<file path="config.mk">
export PLATFORM = sky130hd
export DESIGN_NAME = kernel_run_ctrl
export DESIGN_NICKNAME = d
export VERILOG_FILES = /design/src/rtl/kernel_run_ctrl.sv
export SDC_FILE = /design/constraint.sdc
export NUM_CORES = 1
export LEC_CHECK = 0
export ABC_AREA = 0
export ABC_CLOCK_PERIOD_IN_PS = 6500
export CAP_MARGIN = 20
export CORE_AREA = 2 2 271 273
export DETAILED_ROUTE_END_ITERATION = 7
export DIE_AREA = 0 0 273 275
export SYNTH_ARGS = -nofsm -noshare
export SYNTH_HDL_FRONTEND = slang
export SYNTH_SLANG_ARGS = --single-unit
</file>
<file path="constraint.sdc">
create_clock -name clk -period 6.5 [get_ports clk]
set_clock_uncertainty 0.05 [all_clocks]
set_input_delay 0.65 -clock clk [delete_from_list [all_inputs] [get_ports clk]]
set_output_delay 0.65 -clock clk [all_outputs]
set_load 0.01 [all_outputs]
</file>
<file path="src/rtl/kernel_run_ctrl.sv">
// rtl/kernel_run_ctrl.sv - single-invocation run sequencer and array-port arbiter for a synthesized kernel
//
// Purpose:
//   Launches one run of a kernel, waits for its completion (rising edge of
//   k_w_enable) or for a cycle-budget timeout, and captures the result and
//   the run length. It also owns the mux in front of the kernel's external
//   single-port array RAM. The host owns the port while idle and the kernel
//   owns it while a run is in flight.
//
// Ports:
//   clk, rst_n         clock (rising edge), asynchronous active-low reset
//   host_start/arg     run request (accepted only in IDLE) and kernel argument
//   host_busy          high while LAUNCH or RUN
//   host_done          one-cycle pulse on completion or timeout
//   host_timeout       sticky, last run aborted by timeout
//   host_result        kernel result captured on completion
//   host_cycles        RUN cycle count of the last run
//   host_mem_*         host side of the array port (grant, we, addr, wdata, rdata)
//   k_r_enable/k_init  kernel start pulse and argument
//   k_w_enable/result  kernel completion level and result
//   k_arr_*            kernel side of the array port
//   mem_*              physical RAM port (read data registered inside the RAM)

module kernel_run_ctrl #(
    parameter int DATA_W         = 64,
    parameter int ADDR_W         = 1,
    parameter int TIMEOUT_CYCLES = 1024
) (
    input  logic              clk,
    input  logic              rst_n,

    input  logic              host_start,
    input  logic [DATA_W-1:0] host_arg,
    output logic              host_busy,
    output logic              host_done,
    output logic              host_timeout,
    output logic [DATA_W-1:0] host_result,
    output logic [31:0]       host_cycles,

    output logic              host_mem_grant,
    input  logic              host_mem_we,
    input  logic [ADDR_W-1:0] host_mem_addr,
    input  logic [DATA_W-1:0] host_mem_wdata,
    output logic [DATA_W-1:0] host_mem_rdata,

    output logic              k_r_enable,
    output logic [DATA_W-1:0] k_init,
    input  logic              k_w_enable,
    input  logic [DATA_W-1:0] k_result,
    input  logic              k_arr_we,
    input  logic [ADDR_W-1:0] k_arr_addr,
    input  logic [DATA_W-1:0] k_arr_wdata,
    output logic [DATA_W-1:0] k_arr_rdata,

    output logic              mem_we,
    output logic [ADDR_W-1:0] mem_addr,
    output logic [DATA_W-1:0] mem_wdata,
    input  logic [DATA_W-1:0] mem_rdata
);

    typedef enum logic [1:0] {
        ST_IDLE   = 2'd0,
        ST_LAUNCH = 2'd1,
        ST_RUN    = 2'd2
    } state_t;

    localparam bit          TIMEOUT_EN   = (TIMEOUT_CYCLES != 0);
    localparam logic [31:0] TIMEOUT_VAL  = 32'(TIMEOUT_CYCLES);
    localparam logic [31:0] TIMEOUT_LAST = TIMEOUT_VAL - 32'd1;

    state_t              state_q,        state_d;
    logic                k_r_enable_q,   k_r_enable_d;
    logic [DATA_W-1:0]   k_init_q,       k_init_d;
    logic                busy_q,         busy_d;
    logic                done_q,         done_d;
    logic                timeout_q,      timeout_d;
    logic [DATA_W-1:0]   result_q,       result_d;
    logic [31:0]         cycles_q,       cycles_d;
    logic                grant_q,        grant_d;
    logic                wen_hist_q,     wen_hist_d;
    logic [31:0]         cnt_q,          cnt_d;

    logic                wen_rise;
    logic                timeout_hit;
    logic [31:0]         cnt_inc;

    // Completion is an edge, not a level: a kernel that leaves w_enable high
    // from its previous run must drop it and raise it again.
    assign wen_rise    = k_w_enable & ~wen_hist_q;
    assign timeout_hit = TIMEOUT_EN && (cnt_q == TIMEOUT_LAST);
    assign cnt_inc     = (cnt_q == 32'hffff_ffff) ? cnt_q : cnt_q + 32'd1;

    always_comb begin
        state_d      = state_q;
        k_init_d     = k_init_q;
        done_d       = 1'b0;
        timeout_d    = timeout_q;
        result_d     = result_q;
        cycles_d     = cycles_q;
        cnt_d        = cnt_q;
        wen_hist_d   = k_w_enable;

        case (state_q)
            ST_IDLE: begin
                // A start arriving alongside the done pulse is dropped so the
                // host always sees the pulse before a new run can begin.
                if (host_start && !done_q) begin
                    state_d   = ST_LAUNCH;
                    k_init_d  = host_arg;
                    timeout_d = 1'b0;
                    cnt_d     = 32'd0;
                end
            end
            ST_LAUNCH: begin
                state_d = ST_RUN;
            end
            ST_RUN: begin
                // Completion is checked first so it wins over a coincident timeout.
                if (wen_rise) begin
                    state_d  = ST_IDLE;
                    result_d = k_result;
                    cycles_d = cnt_inc;
                    done_d   = 1'b1;
                end else if (timeout_hit) begin
                    state_d   = ST_IDLE;
                    timeout_d = 1'b1;
                    done_d    = 1'b1;
                    cycles_d  = TIMEOUT_VAL;
                end else begin
                    cnt_d = cnt_inc;
                end
            end
            default: begin
                state_d = ST_IDLE;
            end
        endcase

        // Status outputs are registered from the next state so they line up
        // exactly with the state they describe.
        k_r_enable_d = (state_d == ST_LAUNCH);
        busy_d       = (state_d != ST_IDLE);
        grant_d      = (state_d == ST_IDLE);
    end

    always_ff @(posedge clk or negedge rst_n) begin
        if (!rst_n) begin
            state_q      <= ST_IDLE;
            k_r_enable_q <= 1'b0;
            k_init_q     <= '0;
            busy_q       <= 1'b0;
            done_q       <= 1'b0;
            timeout_q    <= 1'b0;
            result_q     <= '0;
            cycles_q     <= 32'd0;
            grant_q      <= 1'b1;
            wen_hist_q   <= 1'b0;
            cnt_q        <= 32'd0;
        end else begin
            state_q      <= state_d;
            k_r_enable_q <= k_r_enable_d;
            k_init_q     <= k_init_d;
            busy_q       <= busy_d;
            done_q       <= done_d;
            timeout_q    <= timeout_d;
            result_q     <= result_d;
            cycles_q     <= cycles_d;
            grant_q      <= grant_d;
            wen_hist_q   <= wen_hist_d;
            cnt_q        <= cnt_d;
        end
    end

    assign host_busy      = busy_q;
    assign host_done      = done_q;
    assign host_timeout   = timeout_q;
    assign host_result    = result_q;
    assign host_cycles    = cycles_q;
    assign host_mem_grant = grant_q;
    assign k_r_enable     = k_r_enable_q;
    assign k_init         = k_init_q;

    // The non-owner's write strobe is simply not forwarded, so its write is lost.
    assign mem_we    = grant_q ? host_mem_we    : k_arr_we;
    assign mem_addr  = grant_q ? host_mem_addr  : k_arr_addr;
    assign mem_wdata = grant_q ? host_mem_wdata : k_arr_wdata;

    assign host_mem_rdata = mem_rdata;
    assign k_arr_rdata    = mem_rdata;

endmodule

</file>
==> key figures, run 1 <==
Cells and area
  – Number of nets in the layout: 1805
  – Fillcell total: 7951
  – Non-filler cells, final: 2451
  – Area Overhead vs Synth: 54.7%
  – Most frequent cells in the layout: clkdlybuf4s50_1 (493), nand2_1 (442), dfrtp_1 (199), mux2_2 (66), o21ai_0 (60)
  – Most common cell after layout, fill and taps aside: clkdlybuf4s50_1
  – Share of final-layout standard cells stronger than drive strength 1: 0.0866
  – Post-route core utilization: 0.218
  – Final cell area excluding filler cells: 0.0158 mm2

Global route
  – Global-route total usage across every layer: 0.135
  – Initial antenna violation count: 9
  – Residual overflow from global routing: 0
  – Wire length of the first global-routing pass: 70.1 mm
  – Largest net degree at the start of global routing: 80
  – Number of global-route vias before repair: 8969

Clock tree
  – Max Buffers Root-to-Sink: 2
  – Clock buffer count from CTS: 17
  – Number of H-tree levels: 4
  – Clock-pin slew reported for the worst setup and hold paths after clock tree synthesis: 0.09 ns
  – Worst-skew pair later-pin latency: 0.48 ns
  – Number of gates resized after cts: 0
  – CTS tree: done
  – Hold buffer count at cts: 0
  – Root Buffer: clkbuf_16
  – Count of clock tree sinks: 200
  – Post-CTS setup buffer count: 0

Detailed routing
  – Drt wl/cell: 21.4 um
  – DRC violations left: 0
  – Number of vias per cell after detailed routing: 3.70
  – Final Routed Wirelength: 52.5 mm
  – Final antenna-violating net count: 0
  – Routed vias: 9068
  – Pre-Repair DR Iteration Count: 5
  – Iteration-0 DRC count of the detailed router: 483

Power and ir drop
  – Leakage component of the power: 6.67 nW
  – Worst vdd ir: 0.163 mV
  – Proportion of total power due to net switching: 0.392
  – Switching power summed over all nets: 2.36 mW
  – Internal power: 3.65 mW
  – Pwr/cell area: 380 mW/mm2
  – Clock network power share: 0.191
  – Proportion of power drawn by combinational gates: 0.481
  – Reg power frac: 0.328

Floorplanning
  – Chip height: 275 um
  – Total Die Area: 0.0751 mm2
  – I/O pin count: 687
  – Initial cell density of the core: 0.141
  – Floorplan die width: 273 um
  – # rows: 99
  – Core ar.: 0.0723 mm2

Logic synthesis
  – Seq/Total Area, Yosys: 0.490
  – Post-synthesis net count: 1473
  – Cells after Synth: 1144
  – Most used DFF post-synth: dfrtp_1
  – #FFs+latches synth: 200
  – Avg Synthesized Cell Area: 8.92 um2
  – Ys async rst share: 1.00
  – Count of yosys warnings during synthesis: 0
  – Count of flip-flops with a built-in enable after synthesis: 0
  – Mapped cell area: 0.0102 mm2
  – Yosys cell types: 50

STA
  – Unrepaired setup endpoints after global routing: false
  – Share of the clock period used by the worst path after layout: 0.594
  – Worst slew pin tran: 1.01 ns
  – Highest clock rate: 259 MHz
  – Final Slew Violations: 0
  – Hold violation count in the final report: 0
  – Setup-failing EPs final: 0
  – Total Negative Setup Slacks: 0 ns
  – Slew margin rel.: 0.329
  – Minimum clock period after layout: 3.86 ns

Setup path
  – Kind of end point of the critical path: primary output
  – Top fanout value on the critical path: 34
  – Path type of the worst setup path: reg -> out
  – Critical path required time: 5.80 ns
  – Critical path launch point type: register
  – Arrival time worst endpoint: 3.16 ns

Placement
  – Post-placement cell area: 0.0152 mm2
  – Placed Cells incl. Taps: 2416
  – Detailed placement HPWL: 41.3 mm
  – Final Wtd Congestion: 0.842
  – Port Buf Inserts: 494

Outcome
  – Run status: completed

Run
  – Reported max-cap violation count: 0

Min path
  – Class of the most critical hold timing path: in -> async
power groups by stage:
| stage | Sequential (mW) | Clock, mW | Combinational (mW) |
|---|---|---|---|
| CTS | 1.98 | 1.21 | 2.95 |
| global route | 2.04 | 1.25 | 3.08 |
| detailed placement | 1.99 | 0 | 2.94 |
| finish | 1.97 | 1.15 | 2.89 |
| floorplan | 2.12 | 0 | 0.979 |
| global placement | 1.98 | 0 | 2.94 |
routing by layer:
| layer | vias to the layer above | wire, um | GRT usage |
|---|---|---|---|
| li1 | 4249 | - | - |
| met1 | 4248 | 18000 | 0.132 |
| met2 | 508 | 25700 | 0.226 |
| met3 | 61 | 5730 | 0.0662 |
| met4 | 2 | 3050 | 0.0909 |
| met5 | - | 8 | 0 |
cell type report:
type	count	area, um2	share of cell area
antenna	3	7.51	0.000475
clock buffer	17	425	0.0269
clock inverter	15	159	0.0101
inverter	13	50.0	0.00317
multi-input combinational	740	3930	0.249
sequential	200	5010	0.317
tap	959	1200	0.0759
timing repair buffer	504	5020	0.318
critical path, stage by stage (launching register included):
cell	delay, ns
dfstp_2	1.03
buf_4	0.51
mux2_2	0.39
clkdlybuf4s50_1	0.71
cells by family (layout without fill, tap and decap cells):
| logic type | count (synthesis) | count (layout) | synth area share |
|---|---|---|---|
| buffers and inverters | 204 | 549 | 0.127 |
| other | 0 | 3 | 0 |
| adders and majority gates | 1 | 1 | 0.00123 |
| and+or+nand+nor | 531 | 531 | 0.217 |
| DFF | 200 | 200 | 0.490 |
| muxes | 67 | 67 | 0.0738 |
| xor gates and xnor gates | 31 | 31 | 0.0266 |
| AOI/OAI and AO/OA | 110 | 110 | 0.0640 |
synth_stat cells, types with 6 or more instances:
cell / count / share of area
nor2_1: 10 / 0.0037
nor3_1: 13 / 0.0064
nand3_1: 13 / 0.0064
o21ai_0: 60 / 0.029
clkbuf_1: 39 / 0.014
xnor2_1: 24 / 0.021
nand2_1: 443 / 0.16
a21oi_1: 16 / 0.0078
mux2_2: 66 / 0.073
buf_2: 14 / 0.0069
xor2_1: 7 / 0.0060
inv_1: 13 / 0.0048
nor4_1: 6 / 0.0037
or3_1: 7 / 0.0043
and3_1: 6 / 0.0037
dfrtp_1: 199 / 0.49
buf_4: 129 / 0.095
a31oi_1: 13 / 0.0080
nand4_1: 11 / 0.0067
sequential cells by signal (all words and copies together), names as in the netlist:
name	cells
cnt_q	32
host_mem_grant	1
state_q	2
host_done	1
host_timeout	1
k_r_enable	1
host_busy	1
host_result	64
wen_hist_q	1
k_init	64
host_cycles	32
path summary, 6_finish.rpt:
check                                       startpoint                          end  slack (ns)  cells after the start
setup / recovery              host_mem_grant$_DFF_PN1_                mem_wdata[55]        2.64                      3
hold / removal                                   rst_n   host_cycles[5]$_DFFE_PN0P_        0.06                      1
setup reg to reg                 cnt_q[19]$_DFFE_PN0P_     host_mem_grant$_DFF_PN1_        3.32                      6
hold reg to reg            host_result[60]$_DFFE_PN0P_  host_result[60]$_DFFE_PN0P_        0.42                      2
max in group asynchronous                        rst_n       k_init[27]$_DFFE_PN0P_        4.92                      2
min in group clk           host_result[60]$_DFFE_PN0P_  host_result[60]$_DFFE_PN0P_        0.42                      2
per-stage QoR:
stage / setup WS, ns / power (mW) / hold slack (ns)
after floorplan: 4.17 / 3.10 / 0.304
after global placement: 2.93 / 4.92 / 0.407
after detailed placement: 2.93 / 4.92 / 0.411
after CTS: 2.58 / 6.13 / 0.0549
after global routing: 2.54 / 6.37 / 0.0760
final: 2.64 / 6.01 / 0.0640
Power figures use the tool's default switching activity.
==> run 2, diff against run 1 <==
--- a/config.mk
+++ b/config.mk
@@ -6,11 +6,11 @@
 export NUM_CORES = 1
 export LEC_CHECK = 0
 export ABC_AREA = 0
-export ABC_CLOCK_PERIOD_IN_PS = 6500
+export ABC_CLOCK_PERIOD_IN_PS = 3700
 export CAP_MARGIN = 20
-export CORE_AREA = 2 2 271 273
+export CORE_AREA = 2 2 266 268
 export DETAILED_ROUTE_END_ITERATION = 7
-export DIE_AREA = 0 0 273 275
+export DIE_AREA = 0 0 268 270
 export SYNTH_ARGS = -nofsm -noshare
 export SYNTH_HDL_FRONTEND = slang
 export SYNTH_SLANG_ARGS = --single-unit
==> constraint.sdc (replaced) <==
create_clock -name clk -period 3.7 [get_ports clk]
set_clock_uncertainty 0.05 [all_clocks]
set_input_delay 0.37 -clock clk [delete_from_list [all_inputs] [get_ports clk]]
set_output_delay 0.37 -clock clk [all_outputs]
set_load 0.01 [all_outputs]
==> run 2 against run 1 <==
Total power rose by 78%. Sequential power rose by 77%. Non-clock buffer count rose by 6. Global-route usage grew 1.3 points.
==> key figures, run 2 (synthesized netlist as in run 1, its figures left out) <==
Outcome
  – Run status: completed

Setup path
  – Longest individual stage delay on the worst path: 0.76 ns
  – Largest delay share family, worst path: buffers and inverters
  – Kind of end point of the critical path: primary output
  – Cell chain of the critical path: buf_12 > mux2_2 > clkdlybuf4s50_1
  – Path type of the worst setup path: reg -> out
  – Critical path launch point type: register
  – Capture point of the critical path: mem_wdata[58]
  – Top fanout value on the critical path: 43
  – Number of gates on the worst path with buffers counted: 3
  – Critical path required time: 3.28 ns
  – Worst Setup SP: host_mem_grant$_DFF_PN1_
  – Max stage delay cell, worst path: dfstp_2
  – End of the worst register-to-register path: host_cycles[5]$_DFFE_PN0P_
  – Buffers & Inverters on Critical Path: 2
  – FF-to-FF Start: cnt_q[0]$_DFFE_PN0P_
  – Logic depth of the worst register-to-register path: 7
  – Register-to-register setup slack: 0.90 ns
  – Arrival time worst endpoint: 2.67 ns

Cells and area
  – Fillcell total: 7542
  – Most common cell after layout, fill and taps aside: clkdlybuf4s50_1
  – Number of nets in the layout: 1811
  – Post-route core utilization: 0.228
  – Area Overhead vs Synth: 55.6%
  – Share of final-layout standard cells stronger than drive strength 1: 0.0896
  – Most frequent cells in the layout: clkdlybuf4s50_1 (493), nand2_1 (442), dfrtp_1 (199), mux2_2 (66), o21ai_0 (60)

Global route
  – Most crowded layer after global routing: met2
  – Wire length of the first global-routing pass: 73.5 mm
  – Number of global-route vias before repair: 9487
  – Met2 Usage GRT: 0.232
  – Global-route total usage across every layer: 0.148
  – GR met1 Demand/Resource: 0.147
  – Global routing met3 resource utilization: 0.103
  – Residual overflow from global routing: 0
  – Largest net degree at the start of global routing: 106
  – Initial antenna violation count: 7

Min path
  – Class of the most critical hold timing path: in -> reg
  – Hold path cells: 1

Clock tree
  – CTS tree: done
  – Count of clock tree sinks: 200
  – Clock buffer count from CTS: 17
  – Root Buffer: clkbuf_16
  – Clock-pin slew reported for the worst setup and hold paths after clock tree synthesis: 0.08 ns
  – Number of H-tree levels: 4
  – Worst-skew pair later-pin latency: 0.49 ns
  – Number of gates resized after cts: 0
  – Max Buffers Root-to-Sink: 2

STA
  – Share of the clock period used by the worst path after layout: 0.834
  – Total Negative Setup Slacks: 0 ns
  – Highest clock rate: 324 MHz
  – Slew margin rel.: 0.386
  – Unrepaired setup endpoints after global routing: false
  – Final worst hold slack: 0.332 ns
  – Hold violation count in the final report: 0
  – Final Slew Violations: 0
  – Worst slew pin tran: 0.921 ns
  – Minimum clock period after layout: 3.09 ns
  – Setup-failing EPs final: 0

Power and ir drop
  – Reg power frac: 0.328
  – Pwr/cell area: 671 mW/mm2
  – Leakage component of the power: 6.72 nW
  – Proportion of total power due to net switching: 0.393
  – Switching power summed over all nets: 4.20 mW
  – Final Total Pwr: 10.7 mW
  – Clock network power share: 0.190
  – Worst vdd ir: 0.406 mV
  – Proportion of power drawn by combinational gates: 0.483
  – Internal power: 6.47 mW

Floorplanning
  – Floorplan die width: 268 um
  – Total Die Area: 0.0724 mm2
  – Initial cell density of the core: 0.147
  – # rows: 97
  – Chip height: 270 um
  – I/O pin count: 687
  – Core ar.: 0.0695 mm2

Placement
  – Detailed placement HPWL: 44.3 mm
  – Port Buf Inserts: 494
  – Final Wtd Congestion: 0.864

Detailed routing
  – DRC violations left: 0
  – Drt wl/cell: 22.5 um
  – Iteration-0 DRC count of the detailed router: 550
  – Final Routed Wirelength: 54.7 mm
  – Routed vias: 9260
  – Number of vias per cell after detailed routing: 3.80
  – Pre-Repair DR Iteration Count: 5
  – Final antenna-violating net count: 0

Run
  – Reported max-cap violation count: 0
## run 2: cell types whose count changed in the layout (fill, tap and decap cells not counted), sizes merged
| cell | previous run | this run |
|---|---|---|
| diode | 3 | 1 |
| clkinvlp | 0 | 1 |
| buf | 11 | 16 |
| inv | 20 | 21 |
| dlygate4sd3 | 0 | 1 |
| clkinv | 7 | 5 |
## run 2: per-layer routing
layer | up-vias | share of wire
li1 | 4248 | -
met1 | 4371 | 0.35
met2 | 564 | 0.45
met3 | 71 | 0.15
met4 | 6 | 0.047
met5 | - | 0.00075
## run 2: cell type report
| type | count | area (um2) | area share |
|---|---|---|---|
| clock buffers | 17 | 425 | 0.0268 |
| repair buffers | 510 | 5120 | 0.322 |
| inverters | 13 | 48.8 | 0.00307 |
| multi-input cells | 740 | 3930 | 0.247 |
| flip-flops and latches | 200 | 5010 | 0.315 |
| diodes | 1 | 2.50 | 0.000157 |
| well taps | 940 | 1180 | 0.0740 |
| clock inverters | 15 | 181 | 0.0114 |
## run 2: timing repair
action                                 CTS  global route
setup endpoints to repair                0             0
setup buffers                            0             0
hold buffers                             1             0
endpoints found under the hold margin  102             0
## run 2: how the worst min path moves through the flow
| stage | startpoint | endpoint | slack, ns |
|---|---|---|---|
| after CTS | k_w_enable | wen_hist_q$_DFF_PN0_ | 0.28 |
| after floorplan | rst_n | cnt_q[0]$_DFFE_PN0P_ | 0.02 |
| after global placement | host_result[9]$_DFFE_PN0P_ | host_result[9]$_DFFE_PN0P_ | 0.41 |
| after detailed placement | host_result[41]$_DFFE_PN0P_ | host_result[41]$_DFFE_PN0P_ | 0.41 |
| after global routing | k_w_enable | wen_hist_q$_DFF_PN0_ | 0.30 |
| final | k_w_enable | wen_hist_q$_DFF_PN0_ | 0.33 |
## run 2: metrics by stage
stage / std cells / setup WS [ns] / instance area [um2]
2_1_floorplan: 1144 / 1.52 / 10200
3_3_place_gp: 2402 / 0.887 / 15300
3_5_place_dp: 2402 / 0.873 / 15300
4_1_cts: 2435 / 0.552 / 15900
5_1_grt: 2436 / 0.482 / 15900
6_report: 2436 / 0.612 / 15900
## run 2: power by group through the flow
| stage | sequential, mW | clock, mW | combinational [mW] |
|---|---|---|---|
| floorplan | 3.72 | 0 | 1.72 |
| detailed placement | 3.51 | 0 | 5.25 |
| finish | 3.49 | 2.03 | 5.15 |
| global route | 3.59 | 2.21 | 5.56 |
| CTS | 3.50 | 2.14 | 5.28 |
| global placement | 3.49 | 0 | 5.22 |
## run 2: worst register-to-register path, cell delays in order (launching register included)
cell,delay (ns)
dfrtp_1,0.44
ha_1,0.22
nand3_1,0.24
nor3_1,0.73
nand3_1,0.40
and3_1,0.34
xnor2_1,0.13
o21ai_0,0.16
==> run 3, diff against run 2 <==
--- a/config.mk
+++ b/config.mk
@@ -6,7 +6,7 @@
 export NUM_CORES = 1
 export LEC_CHECK = 0
 export ABC_AREA = 0
-export ABC_CLOCK_PERIOD_IN_PS = 3700
+export ABC_CLOCK_PERIOD_IN_PS = 3100
 export CAP_MARGIN = 20
 export CORE_AREA = 2 2 266 268
 export DETAILED_ROUTE_END_ITERATION = 7
==> constraint.sdc (replaced) <==
create_clock -name clk -period 3.1 [get_ports clk]
set_clock_uncertainty 0.05 [all_clocks]
set_input_delay 0.31 -clock clk [delete_from_list [all_inputs] [get_ports clk]]
set_output_delay 0.31 -clock clk [all_outputs]
set_load 0.01 [all_outputs]
==> run 3 against run 2 <==
Utilization is essentially flat. Flip-flop and latch count is the same. Via count grew 0.17%. Sequential share of layout area shrank 0.064 points. Combinational power grew 20%. Non-clock buffer count grew 3. Critical path type unchanged. Highest routed layer unchanged.
==> key figures, run 3 (synthesized netlist as in run 1, its figures left out) <==
Outcome
  – Run status: completed

Global route
  – Wire length of the first global-routing pass: 71.5 mm
  – Number of global-route vias before repair: 9482
  – Initial antenna violation count: 8
  – Largest net degree at the start of global routing: 80
  – Residual overflow from global routing: 0
  – Global-route total usage across every layer: 0.142

Min path
  – Class of the most critical hold timing path: in -> async

Cells and area
  – Share of final-layout standard cells stronger than drive strength 1: 0.110
  – Area Overhead vs Synth: 55.9%
  – Non-filler cells, final: 2442
  – Most common cell after layout, fill and taps aside: clkdlybuf4s50_1
  – Most frequent cells in the layout: clkdlybuf4s50_1 (465), nand2_1 (442), dfrtp_1 (199), mux2_2 (66), o21ai_0 (60)
  – Area occupied by multi-input gates: 0.00393 mm2
  – Fillcell total: 7594
  – Number of nets in the layout: 1814
  – Final cell area excluding filler cells: 0.0159 mm2
  – Sequential standard cell area: 0.00501 mm2

Detailed routing
  – Top layer in use: met5
  – Number of vias per cell after detailed routing: 3.80
  – Routed vias: 9276
  – DRC violations left: 0
  – Iteration-0 DRC count of the detailed router: 603
  – Total length of routed met2 wires: 23.3 mm
  – Met3 routed wirelength: 8.37 mm
  – Pre-Repair DR Iteration Count: 5
  – Final Routed Wirelength: 52.9 mm
  – Final antenna-violating net count: 0
  – Met1 Wirelength: 18.1 mm
  – Drt wl/cell: 21.7 um

Floorplanning
  – Core ar.: 0.0695 mm2
  – # rows: 97
  – Total Die Area: 0.0724 mm2
  – Chip height: 270 um
  – Initial cell density of the core: 0.147
  – Floorplan die width: 268 um
  – I/O pin count: 687

Power and ir drop
  – Reg power frac: 0.320
  – Proportion of total power due to net switching: 0.388
  – Leakage component of the power: 6.79 nW
  – Worst vdd ir: 0.367 mV
  – Pwr/cell area: 809 mW/mm2
  – Internal power: 7.89 mW
  – Proportion of power drawn by combinational gates: 0.481
  – Switching power summed over all nets: 5.00 mW
  – Clock network power share: 0.198

Setup path
  – Path type of the worst setup path: reg -> out
  – Max stage delay cell, worst path: clkdlybuf4s50_1
  – Longest individual stage delay on the worst path: 0.69 ns
  – Register-to-register setup slack: 0.30 ns
  – Buffers & Inverters on Critical Path: 2
  – Critical path required time: 2.74 ns
  – Arrival time worst endpoint: 2.46 ns
  – Largest delay share family, worst path: buffers and inverters
  – Cell chain of the critical path: buf_12 > mux2_2 > clkdlybuf4s50_1
  – Critical path launch point type: register
  – Kind of end point of the critical path: primary output
  – Top fanout value on the critical path: 67

Clock tree
  – CTS tree: done
  – Clock-pin slew reported for the worst setup and hold paths after clock tree synthesis: 0.09 ns
  – Root Buffer: clkbuf_16
  – Count of clock tree sinks: 200
  – Clock buffer count from CTS: 17
  – Number of gates resized after cts: 0
  – Max Buffers Root-to-Sink: 2
  – Number of H-tree levels: 4
  – Worst-skew pair later-pin latency: 0.49 ns

Placement
  – Placement Setup Slack: 0.370 ns
  – Post-placement cell area: 0.0153 mm2
  – Placed Cells incl. Taps: 2405
  – Final Wtd Congestion: 0.854
  – Detailed placement HPWL: 42.8 mm
  – Port Buf Inserts: 494

STA
  – Slew margin rel.: 0.424
  – Share of the clock period used by the worst path after layout: 0.910
  – Setup ws final: 0.278 ns
  – Final Slew Violations: 0
  – Worst slew pin tran: 0.864 ns
  – Highest clock rate: 354 MHz
  – Total Negative Setup Slacks: 0 ns
  – Hold violation count in the final report: 0
  – Setup-failing EPs final: 0
  – Unrepaired setup endpoints after global routing: false
  – Minimum clock period after layout: 2.82 ns

Run
  – Reported max-cap violation count: 0
[run 3: worst reg2reg max path, delay by kind of cell (launching register included)]
| kind | cells | cell delay, ns |
|---|---|---|
| buf+inv | 1 | 0.29 |
| flops | 1 | 0.50 |
| compound gates | 1 | 0.26 |
| simple gates | 4 | 1.58 |
[run 3: path summary, 6_finish.rpt]
| path | start | endpoint | depth (start not counted) |
|---|---|---|---|
| worst max-delay path | host_mem_grant$_DFF_PN1_ | mem_wdata[44] | 3 |
| worst min-delay path | rst_n | host_cycles[14]$_DFFE_PN0P_ | 2 |
| worst max register to register | cnt_q[19]$_DFFE_PN0P_ | cnt_q[1]$_DFFE_PN0P_ | 6 |
| worst min register to register | host_result[51]$_DFFE_PN0P_ | host_result[51]$_DFFE_PN0P_ | 2 |
| max in group asynchronous | rst_n | k_init[53]$_DFFE_PN0P_ | 3 |
| min in group clk | k_w_enable | wen_hist_q$_DFF_PN0_ | 1 |
[run 3: layout make-up]
type | instances | share of cell area
timing repair buffer | 513 | 0.321
sequential | 200 | 0.314
multi-input combinational | 740 | 0.247
tap | 940 | 0.0739
clock buffer | 18 | 0.0276
clock inverter | 14 | 0.0127
inverter | 13 | 0.00306
antenna | 4 | 0.000629
[run 3: power groups by stage]
stage / sequential (mW) / clock [mW] / combinational, mW
2_1_floorplan: 4.44 / 0 / 2.05
3_3_place_gp: 4.13 / 0 / 6.28
3_5_place_dp: 4.15 / 0 / 6.32
4_1_cts: 4.13 / 2.67 / 6.36
5_1_grt: 4.24 / 2.77 / 6.70
6_report: 4.13 / 2.56 / 6.20
[run 3: what timing repair did]
action                                  CTS  global route
endpoints found under the hold margin    51             0
buffers inserted                          0             0
endpoints found under the setup margin    0             0
hold buffers                              1             0
[run 3: through the flow]
stage	hold slack [ns]	power (mW)	utilization
5_1_grt	0.251	13.7	0.229
6_report	0.281	12.9	0.229
3_3_place_gp	0.226	10.4	0.219
3_5_place_dp	0.237	10.5	0.219
4_1_cts	0.230	13.2	0.229
2_1_floorplan	-0.0356	6.50	-
[run 3: routing by layer]
metal | vias up | global-route usage
met2 | 571 | 0.217
met1 | 4371 | 0.139
met5 | - | 0
met3 | 72 | 0.102
met4 | 8 | 0.0888
li1 | 4254 | -
==> patch: new RTL, settings of run 1 <==
Change the parameter `DATA_W` from 64 to 68.
--- a/src/rtl/kernel_run_ctrl.sv
+++ b/src/rtl/kernel_run_ctrl.sv
@@ -22,7 +22,7 @@
 //   mem_*              physical RAM port (read data registered inside the RAM)
 
 module kernel_run_ctrl #(
-    parameter int DATA_W         = 64,
+    parameter int DATA_W         = 68,
     parameter int ADDR_W         = 1,
     parameter int TIMEOUT_CYCLES = 1024
 ) (
Ports: changed (10 resized); port bits go from 687 to 727. The function was not compared with the original's and may differ.
==> patch against run 1 <==
- routed wire length rose by 55%
- cell count increased by 3.2%
- critical path depth fell by 1
- final area rose by 7.1%
- sequential share of layout area fell by 0.89 points
- count of clock-buffer cells in the layout grew 17
- register-to-register slack improved by 350 ps
- total power rose by 11%
- area after synthesis rose by 4.5%
- worst setup slack got worse by 14 ps
- first-iteration DRC count up 51%
- sequential cell count increased by 8
- die area did not move
==> patch: results (changes against run 1) <==
[outcome]
status = complete, no violations

[yosys]
syn_nets = 1537  ; +4.3%
synthTopCellsByCount = 461 x nand2_1, 207 x dfrtp_1, 138 x buf_4
synth_cell_types = 56  ; +12%
seq_area_frac_synth = 0.4879  ; -0.002396
async_reset_ff_frac = 1.000  ; unchanged
synth_ff_type = dfrtp_1
yosys_warnings = 0  ; unchanged
synth_area_leaders = dfrtp_1 49%, nand2_1 16%, buf_4 9.7%

[routing]
drtPass1Iterations = 5  ; unchanged
routedWlPerCell_um = 32.21  ; +51%
viasPerCell = 3.942  ; +6.5%
drt_iter0_markers = 731  ; +51%

[clock_network]
cts-root-buf = clkbuf_16
clkTransAtPathRegs_ps = 60  ; -30 ps
cts_setup_buffers = 0  ; unchanged
cts_buffers = 27  ; +10
insertion_delay_ps = 600  ; +120 ps
cts_max_level = 1  ; -3
clockBufferDepth = 3  ; +1
cts-resized-gates = 0  ; unchanged

[grt]
grt_max_degree = 116  ; +45%
grt.total_usage = 0.2085  ; +0.07359
grt_pass1_wl_um = 101500  ; +45%
met2_usage = 0.2774  ; +0.05150
antenna_found_initial = 60  ; +51
first_global_vias = 9772  ; +9.0%
grt_use_met3 = 0.07672  ; +0.01047
use_met1 = 0.3102  ; +0.1782

[worst_setup_path]
critPathMaxFanout = 71  ; +110%
reg2reg_slack_ps = 3670  ; +350 ps
max_stage_delay_ps = 1240  ; +210 ps
slowest_stage = dfstp_4
critPathArrivalTime_ps = 3180  ; +20 ps

[floorplanning]
dieArea_um2 = 75080  ; unchanged

[timing]
setup_violations = 0  ; unchanged
tightest_slew_ps = 1059  ; +53.36 ps
slew_viol_final = 0  ; unchanged

[placed_design]
dp_hpwl_um = 69580  ; +68%
gp_congestion = 0.8488  ; +0.82%
portBuffers = 522  ; +5.7%

[finish]
fin_nets = 1897  ; +5.1%
drive_gt1_frac = 0.09688  ; +0.01024

[pwr]
leakage_uw = 0.007225  ; +8.3%
max-vdd-ir-drop_uv = 240.3  ; +47%
internal_power_uw = 4275  ; +17%

[hold_path]
hold_path.class = primary input to async pin

## patch: cell type report
cell class / count / area [um2]
diodes: 2 / 5.005
clock buffers: 34 / 742.0
clock inverters: 16 / 255.2
fillers: 7903 / 55420
inverters: 13 / 48.80
multi-input cells: 769 / 4164
flip-flops and latches: 208 / 5210
well taps: 959 / 1200
repair buffers: 529 / 5295
## patch: path summary, 6_finish.rpt
kind                            startpoint              end  depth (start not counted)
setup / recovery            host_mem_grant    mem_wdata[61]                          2
hold / removal                       rst_n  host_cycles[23]                          1
setup reg to reg                  cnt_q[0]        host_busy                          7
hold reg to reg            host_result[13]  host_result[13]                          2
max in group asynchronous            rst_n       k_r_enable                          2
min in group clk           host_result[13]  host_result[13]                          2
## patch: metrics by stage
| stage | instances | hold slack [ps] | cell area [um2] | setup slack (ps) | total power, uW |
|---|---|---|---|---|---|
| floorplan | 1188 | 304.4 | 10670 | 4315 | 3216 |
| global placement | 2478 | 405.7 | 15920 | 3190 | 4988 |
| detailed placement | 2478 | 410.8 | 15920 | 3201 | 5006 |
| CTS | 2528 | 61.12 | 16920 | 2543 | 6776 |
| global route | 2528 | 79.06 | 16920 | 2467 | 7040 |
| finish | 2530 | 35.96 | 16920 | 2623 | 6678 |
## patch: logic make-up (layout without fill, tap and decap cells)
family / after synthesis / in the layout / synth area share
and+or+nand+nor: 562 / 562 / 0.2268
buffers and inverters: 211 / 592 / 0.1246
DFF: 208 / 208 / 0.4879
AOI/OAI and AO/OA: 103 / 103 / 0.05828
muxes: 72 / 72 / 0.07575
xor gates and xnor gates: 31 / 31 / 0.02545
adders and majority gates: 1 / 1 / 0.001172
other: 0 / 2 / 0
## patch: critical path: cells and delay by family, from the launching register on
family | cells | cell delay, ps
flip-flops | 1 | 1240
buffers and inverters | 1 | 790
multiplexers | 1 | 410
## patch: per-layer routing
layer	vias up	wire [um]
met5	-	51
met4	8	2116
met3	91	8133
met2	660	31040
met1	4760	40160
li1	4453	-
## patch: power groups by stage
stage                     combinational [uW]  clock [uW]  sequential (uW)
final                                   2860        1720             2100
after global placement                  2880           0             2110
after detailed placement                2880           0             2120
after global routing                    3070        1810             2160
after CTS                               2910        1770             2100
after floorplan                         1030           0             2190
